## src/rtl/rs_disp_ctl_pkg.sv

```systemverilog
// rtl/rs_disp_ctl_pkg.sv - shared types and defaults for the reservation-station dispatch controller
package rs_disp_ctl_pkg;

    localparam int NUM_RS       = 4;
    localparam int NUM_RS_ENTS  = 8;
    localparam int FLUSH_CYCLES = 3;

    localparam int RS_ID_W      = $clog2(NUM_RS);
    localparam int RS_CREDIT_W  = $clog2(NUM_RS_ENTS + 1);

    typedef logic [RS_ID_W-1:0]     t_rs_id;
    typedef logic [RS_CREDIT_W-1:0] t_rs_credit;

    typedef enum logic {
        RS_DISP_RUN   = 1'b0,
        RS_DISP_FLUSH = 1'b1
    } t_rs_disp_state;

    // Dispatched uop as seen by the reservation stations
    typedef struct packed {
        logic [7:0] op;
        logic [5:0] dst;
        logic [5:0] src1;
        logic [5:0] src2;
        logic [5:0] imm;
    } t_uinstr_disp;

endpackage

```

## src/rtl/rs_disp_ctl_credit_ctr.sv

```systemverilog
// rtl/rs_disp_ctl_credit_ctr.sv - per-RS free-entry credit counter with saturation and error pulse
module rs_credit_ctr #(
    parameter int NUM_RS_ENTS = 8,
    parameter int CW          = $clog2(NUM_RS_ENTS + 1)
) (
    input  logic          clk,
    input  logic          reset,
    input  logic          alloc,
    input  logic          ret,
    input  logic          restore,
    input  logic          hold,
    output logic [CW-1:0] cnt,
    output logic          ovf
);

    localparam logic [CW-1:0] FULL = CW'(NUM_RS_ENTS);

    // A return at full or an allocate at empty is a bookkeeping error; both are flagged and absorbed
    always_comb begin
        ovf = 1'b0;
        if (!restore && !hold) begin
            ovf = (ret && !alloc && cnt == FULL) || (alloc && !ret && cnt == '0);
        end
    end

    // Net count update; restore wins, hold freezes the count while the pipe drains
    always_ff @(posedge clk or posedge reset) begin
        if (reset) begin
            cnt <= FULL;
        end else if (restore) begin
            cnt <= FULL;
        end else if (!hold) begin
            if (alloc && !ret && cnt != '0) begin
                cnt <= cnt - CW'(1);
            end else if (ret && !alloc && cnt != FULL) begin
                cnt <= cnt + CW'(1);
            end
        end
    end

endmodule

```

## src/rtl/rs_disp_ctl.sv

```systemverilog
// rtl/rs_disp_ctl.sv - credit-based dispatch steering and flush backpressure for the RS bank
module rs_disp_ctl
    import rs_disp_ctl_pkg::*;
#(
    parameter int NUM_RS       = rs_disp_ctl_pkg::NUM_RS,
    parameter int NUM_RS_ENTS  = rs_disp_ctl_pkg::NUM_RS_ENTS,
    parameter int FLUSH_CYCLES = rs_disp_ctl_pkg::FLUSH_CYCLES,
    parameter int CS           = $clog2(NUM_RS),
    parameter int CW           = $clog2(NUM_RS_ENTS + 1)
) (
    input  logic                       clk,
    input  logic                       reset,
    input  logic                       disp_valid_rs0,
    input  logic [CS-1:0]              disp_rs_sel_rs0,
    input  t_uinstr_disp               uinstr_rs0,
    output logic                       disp_stall_rs0,
    output logic [NUM_RS-1:0]          rs_disp_valid_rs0,
    output t_uinstr_disp               rs_uinstr_rs0,
    input  logic [NUM_RS-1:0]          rs_iss_rs2,
    input  logic                       flush,
    output logic [NUM_RS-1:0][CW-1:0]  rs_credits,
    output logic                       credit_err
);

    localparam int             FCW        = $clog2(FLUSH_CYCLES);
    localparam logic [FCW-1:0] FLUSH_LOAD = FCW'(FLUSH_CYCLES - 1);
    localparam logic [CS:0]    NUM_RS_L   = NUM_RS[CS:0];

    t_rs_disp_state      state;
    logic [FCW-1:0]      flush_cnt;
    logic [FCW-1:0]      flush_cnt_dec;
    logic [NUM_RS-1:0]   ovf;
    logic                sel_ok;
    logic                sel_has_credit;
    logic                alloc_ok;
    logic                hold;
    logic                restore;

    assign rs_uinstr_rs0 = uinstr_rs0;

    assign sel_ok        = ({1'b0, disp_rs_sel_rs0} < NUM_RS_L);
    assign hold          = (state == RS_DISP_FLUSH);
    assign flush_cnt_dec = (flush_cnt == '0) ? '0 : flush_cnt - FCW'(1);
    // The drain ends in the cycle whose decrement reaches zero, so the next cycle can dispatch
    assign restore       = hold && !flush && (flush_cnt_dec == '0);

    // Only the registered credit of the selected RS gates allocation; same-cycle returns do not help
    always_comb begin
        sel_has_credit = 1'b0;
        for (int i = 0; i < NUM_RS; i++) begin
            if (disp_rs_sel_rs0 == CS'(i)) begin
                sel_has_credit = (rs_credits[i] != '0);
            end
        end
        alloc_ok       = disp_valid_rs0 && (state == RS_DISP_RUN) && !flush && sel_ok && sel_has_credit;
        disp_stall_rs0 = disp_valid_rs0 && !alloc_ok;
        for (int i = 0; i < NUM_RS; i++) begin
            rs_disp_valid_rs0[i] = alloc_ok && (disp_rs_sel_rs0 == CS'(i));
        end
    end

    genvar g;
    generate
        for (g = 0; g < NUM_RS; g++) begin : g_ctr
            rs_credit_ctr #(
                .NUM_RS_ENTS (NUM_RS_ENTS),
                .CW          (CW)
            ) u_ctr (
                .clk     (clk),
                .reset   (reset),
                .alloc   (rs_disp_valid_rs0[g]),
                .ret     (rs_iss_rs2[g]),
                .restore (restore),
                .hold    (hold),
                .cnt     (rs_credits[g]),
                .ovf     (ovf[g])
            );
        end
    endgenerate

    // Run/flush sequencing; a repeated flush restarts the drain window
    always_ff @(posedge clk or posedge reset) begin
        if (reset) begin
            state     <= RS_DISP_RUN;
            flush_cnt <= '0;
        end else begin
            case (state)
                RS_DISP_RUN: begin
                    if (flush) begin
                        state     <= RS_DISP_FLUSH;
                        flush_cnt <= FLUSH_LOAD;
                    end
                end
                RS_DISP_FLUSH: begin
                    if (flush) begin
                        flush_cnt <= FLUSH_LOAD;
                    end else begin
                        flush_cnt <= flush_cnt_dec;
                        if (flush_cnt_dec == '0) begin
                            state <= RS_DISP_RUN;
                        end
                    end
                end
                default: begin
                    state     <= RS_DISP_RUN;
                    flush_cnt <= '0;
                end
            endcase
        end
    end

    // Sticky error: any counter fault or a dispatch aimed at a nonexistent RS
    always_ff @(posedge clk or posedge reset) begin
        if (reset) begin
            credit_err <= 1'b0;
        end else if ((|ovf) || (disp_valid_rs0 && !sel_ok)) begin
            credit_err <= 1'b1;
        end
    end

endmodule

```

## config.mk

```make
export PLATFORM = sky130hd
export DESIGN_NAME = rs_disp_ctl
export DESIGN_NICKNAME = d
export VERILOG_FILES = /design/src/rtl/rs_disp_ctl_pkg.sv /design/src/rtl/rs_disp_ctl_credit_ctr.sv /design/src/rtl/rs_disp_ctl.sv
export SDC_FILE = /design/constraint.sdc
export NUM_CORES = 1
export LEC_CHECK = 0
export CORE_MARGIN = 2
export CORE_UTILIZATION = 43
export CTS_CLUSTER_DIAMETER = 50
export DETAILED_ROUTE_END_ITERATION = 10
export PLACE_DENSITY_LB_ADDON = 0.3
export SLEW_MARGIN = 20
export SYNTH_ARGS = -nofsm -noshare
export SYNTH_HDL_FRONTEND = slang
export SYNTH_SLANG_ARGS = --single-unit
```

## constraint.sdc

```tcl
create_clock -name clk -period 8.01 [get_ports clk]
set_clock_uncertainty 0.1 [all_clocks]
set_input_delay 1.602 -clock clk [delete_from_list [all_inputs] [get_ports clk]]
set_output_delay 1.602 -clock clk [all_outputs]
set_load 0.1 [all_outputs]
```

* Word level (Yosys, flattened, before mapping) *
Cells that the tools add are included.

storage, ports and cells
  register bits after elaboration = 20
  latch bits = 0
  memory bits (writable) = 0
  bits in read-only memories = 0
  input port bits = 42
  output and inout port bits = 54
  word-level logic and storage cells = 133
  memories = 0

cells by class
  $add $sub $neg = 9
  $mul = 0
  divide/modulo/power cells = 0
  magnitude comparators = 0
  eq/ne operators = 13
  shift-type cells = 0
  multiplexer cells = 32
  bitwise gates (word level) = 1
  reduce and logical (&&, ||, !) cells = 71

operators by type and width
  kind                 count
  $mux 4               16
  $logic_and 1x1->1    35
  $add 4x1->4 const B  4
  $eq 4x4->1 const B   4
  $logic_not 4->1      4
  $ne 4x4->1 const B   4
  $reduce_bool 4->1    4
  $sub 4x1->4 const B  4
  $logic_not 1->1      12
  $reduce_bool 3->1    4
  $mux 1               11
  $reduce_and 2->1     4
  $logic_not 2->1      3
  $mux 2               3
  $eq 2x2->1 const B   2
  $logic_or 1x1->1     4
  $pmux 2 s2           1
  $reduce_or 4->1      1
  $eq 2x1->1 const B   1
  $ne 2x1->1 const B   1
  $ne 2x2->1 const B   1
  $pmux 1 s2           1
  $sub 2x1->2 const B  1
  $not 1->1            1

* Depth between registers and ports, before layout *
  word-level depth = 14
  gate-level depth with buffers = 11
  depth with buffers taken out = 10

* Cells and area by module *
Synthesis repeated with hierarchy kept, for this count alone.

unflattened totals
  cell total of the unflattened synthesis = 215
  area, all modules = 1944.4 um^2

modules (own cells, without submodules)
  module         instances  cells each  area an instance (um^2)  seq. area each (um^2)
  rs_credit_ctr  4          38          356.6                    101.3
  rs_disp_ctl    1          63          518.0                    100.1

* Worst setup path after synthesis *
OpenSTA, ideal clock, no wires.

  kind = input -> output
  start point = in disp_rs_sel_rs0[1]
  end point = out disp_stall_rs0
  arrival time = 3.784 ns
  data required time = 6.308 ns
  setup slack = 2.524 ns
  stages on the path = 5
  path buffers = 1
  path through = buf_2 -> or3_1 -> o22ai_2 -> a311oi_1 -> nor2b_1

between the ends
  cells in the longest elaborated chain, start to end = 8
  elaborated cells on any way between the ends = 11
  classes of those cells = eq/ne: 3; mux: 4; reduce/logical: 4

ends and longest elaborated chain
  item                   line               source
  start, declared        rs_disp_ctl.sv:14  input logic [CS-1:0] disp_rs_sel_rs0,
  $logic_not 2->1        rs_disp_ctl.sv:51  if (disp_rs_sel_rs0 == CS'(i)) begin
  $mux 1 (3 in a row)    rs_disp_ctl.sv:51
  $mux 1 (*)             rs_disp_ctl.sv:51
  $logic_and 1x1->1 (*)  rs_disp_ctl.sv:55  alloc_ok = disp_valid_rs0 && (state == RS_DISP_RUN) && !flush && sel_ok && sel_has_credit;
  $logic_not 1->1 (*)    rs_disp_ctl.sv:56  disp_stall_rs0 = disp_valid_rs0 && !alloc_ok;
  $logic_and 1x1->1 (*)  rs_disp_ctl.sv:56
  end, declared          rs_disp_ctl.sv:16  output logic disp_stall_rs0,

Mark *: on every way between the ends. The rest lies on a longest branch, timed or not.

* Final worst setup path *
  start point = in disp_rs_sel_rs0[1]
  end point = out rs_disp_valid_rs0[2]

between the ends
  cells in the longest elaborated chain, start to end = 7
  elaborated cells on any way between the ends = 10
  classes of those cells = eq/ne: 3; mux: 4; reduce/logical: 3

ends and longest elaborated chain
  item                   line               source
  $logic_not 2->1        rs_disp_ctl.sv:51
  $mux 1 (4 in a row)    rs_disp_ctl.sv:51
  $logic_and 1x1->1      rs_disp_ctl.sv:55
  $logic_and 1x1->1 (*)  rs_disp_ctl.sv:58  rs_disp_valid_rs0[i] = alloc_ok && (disp_rs_sel_rs0 == CS'(i));
  end, declared          rs_disp_ctl.sv:17  output logic [NUM_RS-1:0] rs_disp_valid_rs0,

Marked as above.

==> metrics.md <==
| Metric | Value |
|---|---|
| Status | `finished clean` |
| Max_slew headroom | `0.3521` |
| Reg2Reg Capture Point | `g_ctr[3].u_ctr.cnt[3]$_DFFE_PP1P_` |
| Routed vias | `between 1,000 and 1,500` |
| CP Class | `primary input to output pin` |
| PwrDens | `257.7 nW/µm²` |
| RSZ-0062 raised after global routing | `false` |
| R2r setup slk | `approximately 4.8 ns` |
| Most common cell in the netlist | `buf_4` |
| Post-Route WL | `approximately 3500 µm` |
| Ys Warns | `0` |
| R2r startpoint | `hold$_DFF_PP0_` |
| Fin. Hold Viols | `0` |
| Crit-path slowest cell | `clkdlybuf4s50_1` |
| Mapped Cells | `200` |
| Remaining antenna violation count | `0` |
| Sw power | `256.8 µW` |
| Worst path max stage delay | `between 1 and 1.5 ns` |
| Peak VDD IR | `0.1344 mV` |
| Post-synth top area share | `0.2249` |
| Reg2reg path depth | `10` |
| Fin crit period | `approximately 6 ns` |
| CP delay by family, top | `buffers and inverters` |
| Top-level port count | `96` |
| Number of nets in the layout | `about 250` |
| CTS max path bufs | `2` |
| Synthesized Nets | `between 200 and 300` |
| Leakage | `~0.00087 µW` |
| Synth cell types | `just over 50` |
| Hold Path End | `credit_err$_DFFE_PP0P_` |
| DRT Pass-1 Iters | `4` |
| CTS tree | `done` |
| Multi-input logic area | `~940 µm²` |
| HPWL Detailed | `~2700 µm` |
| Most frequent cells after synthesis | `36 x buf_4, 17 x nand2_1, 16 x dfrtp_1` |
| Routed length per placed instance | `14.40 µm` |
| Async SR Flop Fraction | `1.000` |
| Wire length of the first global-routing pass | `roughly 5800 µm` |
| Post-CTS Resized | `0` |
| CTS root buffer | `clkbuf_8` |
| Sw frac | `0.5205` |
| Flop pwr share | `0.307` |
| Crit start category | `primary input` |
| CP Capture Type | `output pin` |
| Clock transition at the registers of the reported paths | `~0.070 ns` |
| Chip height | `68.35 µm` |
| Largest net degree at the start of global routing | `21` |
| Inserted Clock Buffers | `3` |
| Buffers on Ports | `31` |
| Die ar. | `4671 µm²` |
| Max_cap viols | `0` |
| Initial DRC count | `80` |
| Clk Latency, worst-skew pair | `0.27 ns` |
| Worst hold stages | `1` |
| # diodes | `0` |
| Clk pwr share | `0.143` |
| Internal power | `between 200 and 250 µW` |
| Share of layout cells above drive strength 1 | `0.1020` |
| Top cells by area, synth | `dfrtp_1 22%, buf_4 15%, dfstp_2 5.9%` |
| Final slew viol count | `0` |
| Antenna violations before repair | `0` |
| Critical path arrival | `~4.3 ns` |
| Storage element area | `between 500 and 600 µm²` |
| GRT Total Usage | `0.1629` |
| Routability cong. | `about 0.8` |
| Synth Flop Type | `dfrtp_1` |
| Buffers & Inverters on Critical Path | `3` |
| Post-synthesis cell area | `roughly 1800 µm²` |
| HP Start | `credit_err$_DFFE_PP0P_` |
| GRT overflow | `0` |
| Final Power | `493.4 µW` |
| CP most frequent cell | `clkdlybuf4s50_1` |
| Cell Rows | `23` |
| Worst Tran Pin Value | `approximately 0.97 ns` |
| Num Clock Sinks | `20` |
| Vias in the first global route | `1,238` |
| Starting Density | `0.4451` |
| Hold Path Class | `flip-flop to flip-flop` |
| Area leader, netlist | `dfrtp_1` |
| Gate power share | `0.550` |
| Core Area | `about 4000 µm²` |
| Post-CTS setup buffers | `0` |
| Flops & latches, synth | `20` |
| Crit-path max FO | `8` |
| Count of hold buffers inserted by post-cts repair | `0` |
| Setup TNS | `0 ns` |
| Required @ worst endpoint | `~6.3 ns` |
| Max Fclk | `166.0 MHz` |
| CTS H-tree lvls | `1` |
| Residual DRC | `0` |
| Seq/Total Area, Yosys | `0.2839` |
| Die Wd | `68.35 µm` |
| Final Setup Violations | `0` |
| Avg Inst Size Synth | `~8.9 µm²` |
| Vias per cell | `about 5.5` |
| Period utilization | `0.7522` |
| Critical path cell sequence | `clkdlybuf4s50_1, inv_1, or3_1, nor3_2, clkdlybuf4s50_1` |
| Area growth from synthesis to layout | `7.520%` |
| Number of synthesized flops with an enable pin | `0` |
| Layout fillers | `about 390` |
final cells by class:
class / count / area share
inverter: 13 / 0.02549
sequential: 20 / 0.2641
multi-input combinational: 128 / 0.4922
timing repair buffer: 31 / 0.1621
tap: 50 / 0.03268
clock buffer: 4 / 0.02353
routing by layer:
| metal | wire, µm | GRT usage |
|---|---|---|
| met1 | 1692 | 0.2298 |
| met2 | 1610 | 0.2585 |
| met3 | 179 | 0.01480 |
| met4 | 60 | 0.06000 |
| met5 | 0 | 0 |
cells in the final DEF, fill, tap and decap left out, drive strengths merged, types with 3 or more instances in the layout:
| cell | count |
|---|---|
| clkdlybuf4s50 | 31 |
| nand2 | 17 |
| dfrtp | 16 |
| inv | 13 |
| nor2 | 10 |
| o21ai | 9 |
| mux2i | 8 |
| a21oi | 8 |
| ha | 7 |
| nor3 | 7 |
| or3 | 6 |
| nand3 | 5 |
| xnor2 | 4 |
| dfstp | 4 |
| clkbuf | 4 |
| nand4 | 3 |
| a31oi | 3 |
| o21a | 3 |
| a21o | 3 |
| nand2b | 3 |
| nor4 | 3 |
| o32ai | 3 |
| or2 | 3 |
| o22ai | 3 |
sequential cells by signal (all words and copies together), names as in the netlist:
register         flops
credit_err           1
flush_cnt            2
g_ctr.u_ctr.cnt     16
hold                 1
stage by stage:
step	setup WS, ns	hold slack, ns	util	cells	instance area (µm²)
final	1.985	0.3738	0.4786	246	1914
after global routing	1.858	0.3918	0.4786	246	1914
after CTS	2.000	0.3823	0.4786	246	1914
after detailed placement	2.002	0.3588	0.4673	242	1869
after global placement	2.038	0.3602	0.4673	242	1869
after floorplan	2.524	0.3975	-	200	1780
power groups by stage:
stage	logic [µW]	registers [µW]	clock network [µW]
6_report	272	151	70.4
5_1_grt	290	157	75.7
4_1_cts	273	152	73.2
3_5_place_dp	273	153	0
3_3_place_gp	270	154	0
2_1_floorplan	178	260	0
cells by family (layout without fill, tap and decap cells):
| family | after synthesis | after routing | share of synthesized area |
|---|---|---|---|
| AND/OR/NAND/NOR | 62 | 62 | 0.1890 |
| buffers and inverters | 52 | 48 | 0.1869 |
| AO/OA/AOI/OAI | 42 | 42 | 0.1876 |
| flip-flops | 20 | 20 | 0.2839 |
| adder cells (fa/ha/maj) | 9 | 9 | 0.07168 |
| multiplexers | 9 | 9 | 0.05130 |
| XOR/XNOR | 6 | 6 | 0.02951 |
worst max-delay path by stage:
stage                             startpoint                    to  slack, ns  cells after the start
after detailed placement  disp_rs_sel_rs0[1]  rs_disp_valid_rs0[2]       2.00                      5
final                     disp_rs_sel_rs0[1]  rs_disp_valid_rs0[2]       1.99                      5
after CTS                 disp_rs_sel_rs0[1]  rs_disp_valid_rs0[2]       2.00                      5
after floorplan           disp_rs_sel_rs0[1]        disp_stall_rs0       2.52                      5
after global placement    disp_rs_sel_rs0[1]  rs_disp_valid_rs0[2]       2.04                      5
after global routing      disp_rs_sel_rs0[1]  rs_disp_valid_rs0[2]       1.86                      5
Note: power is estimated with default switching activity, not from simulation.
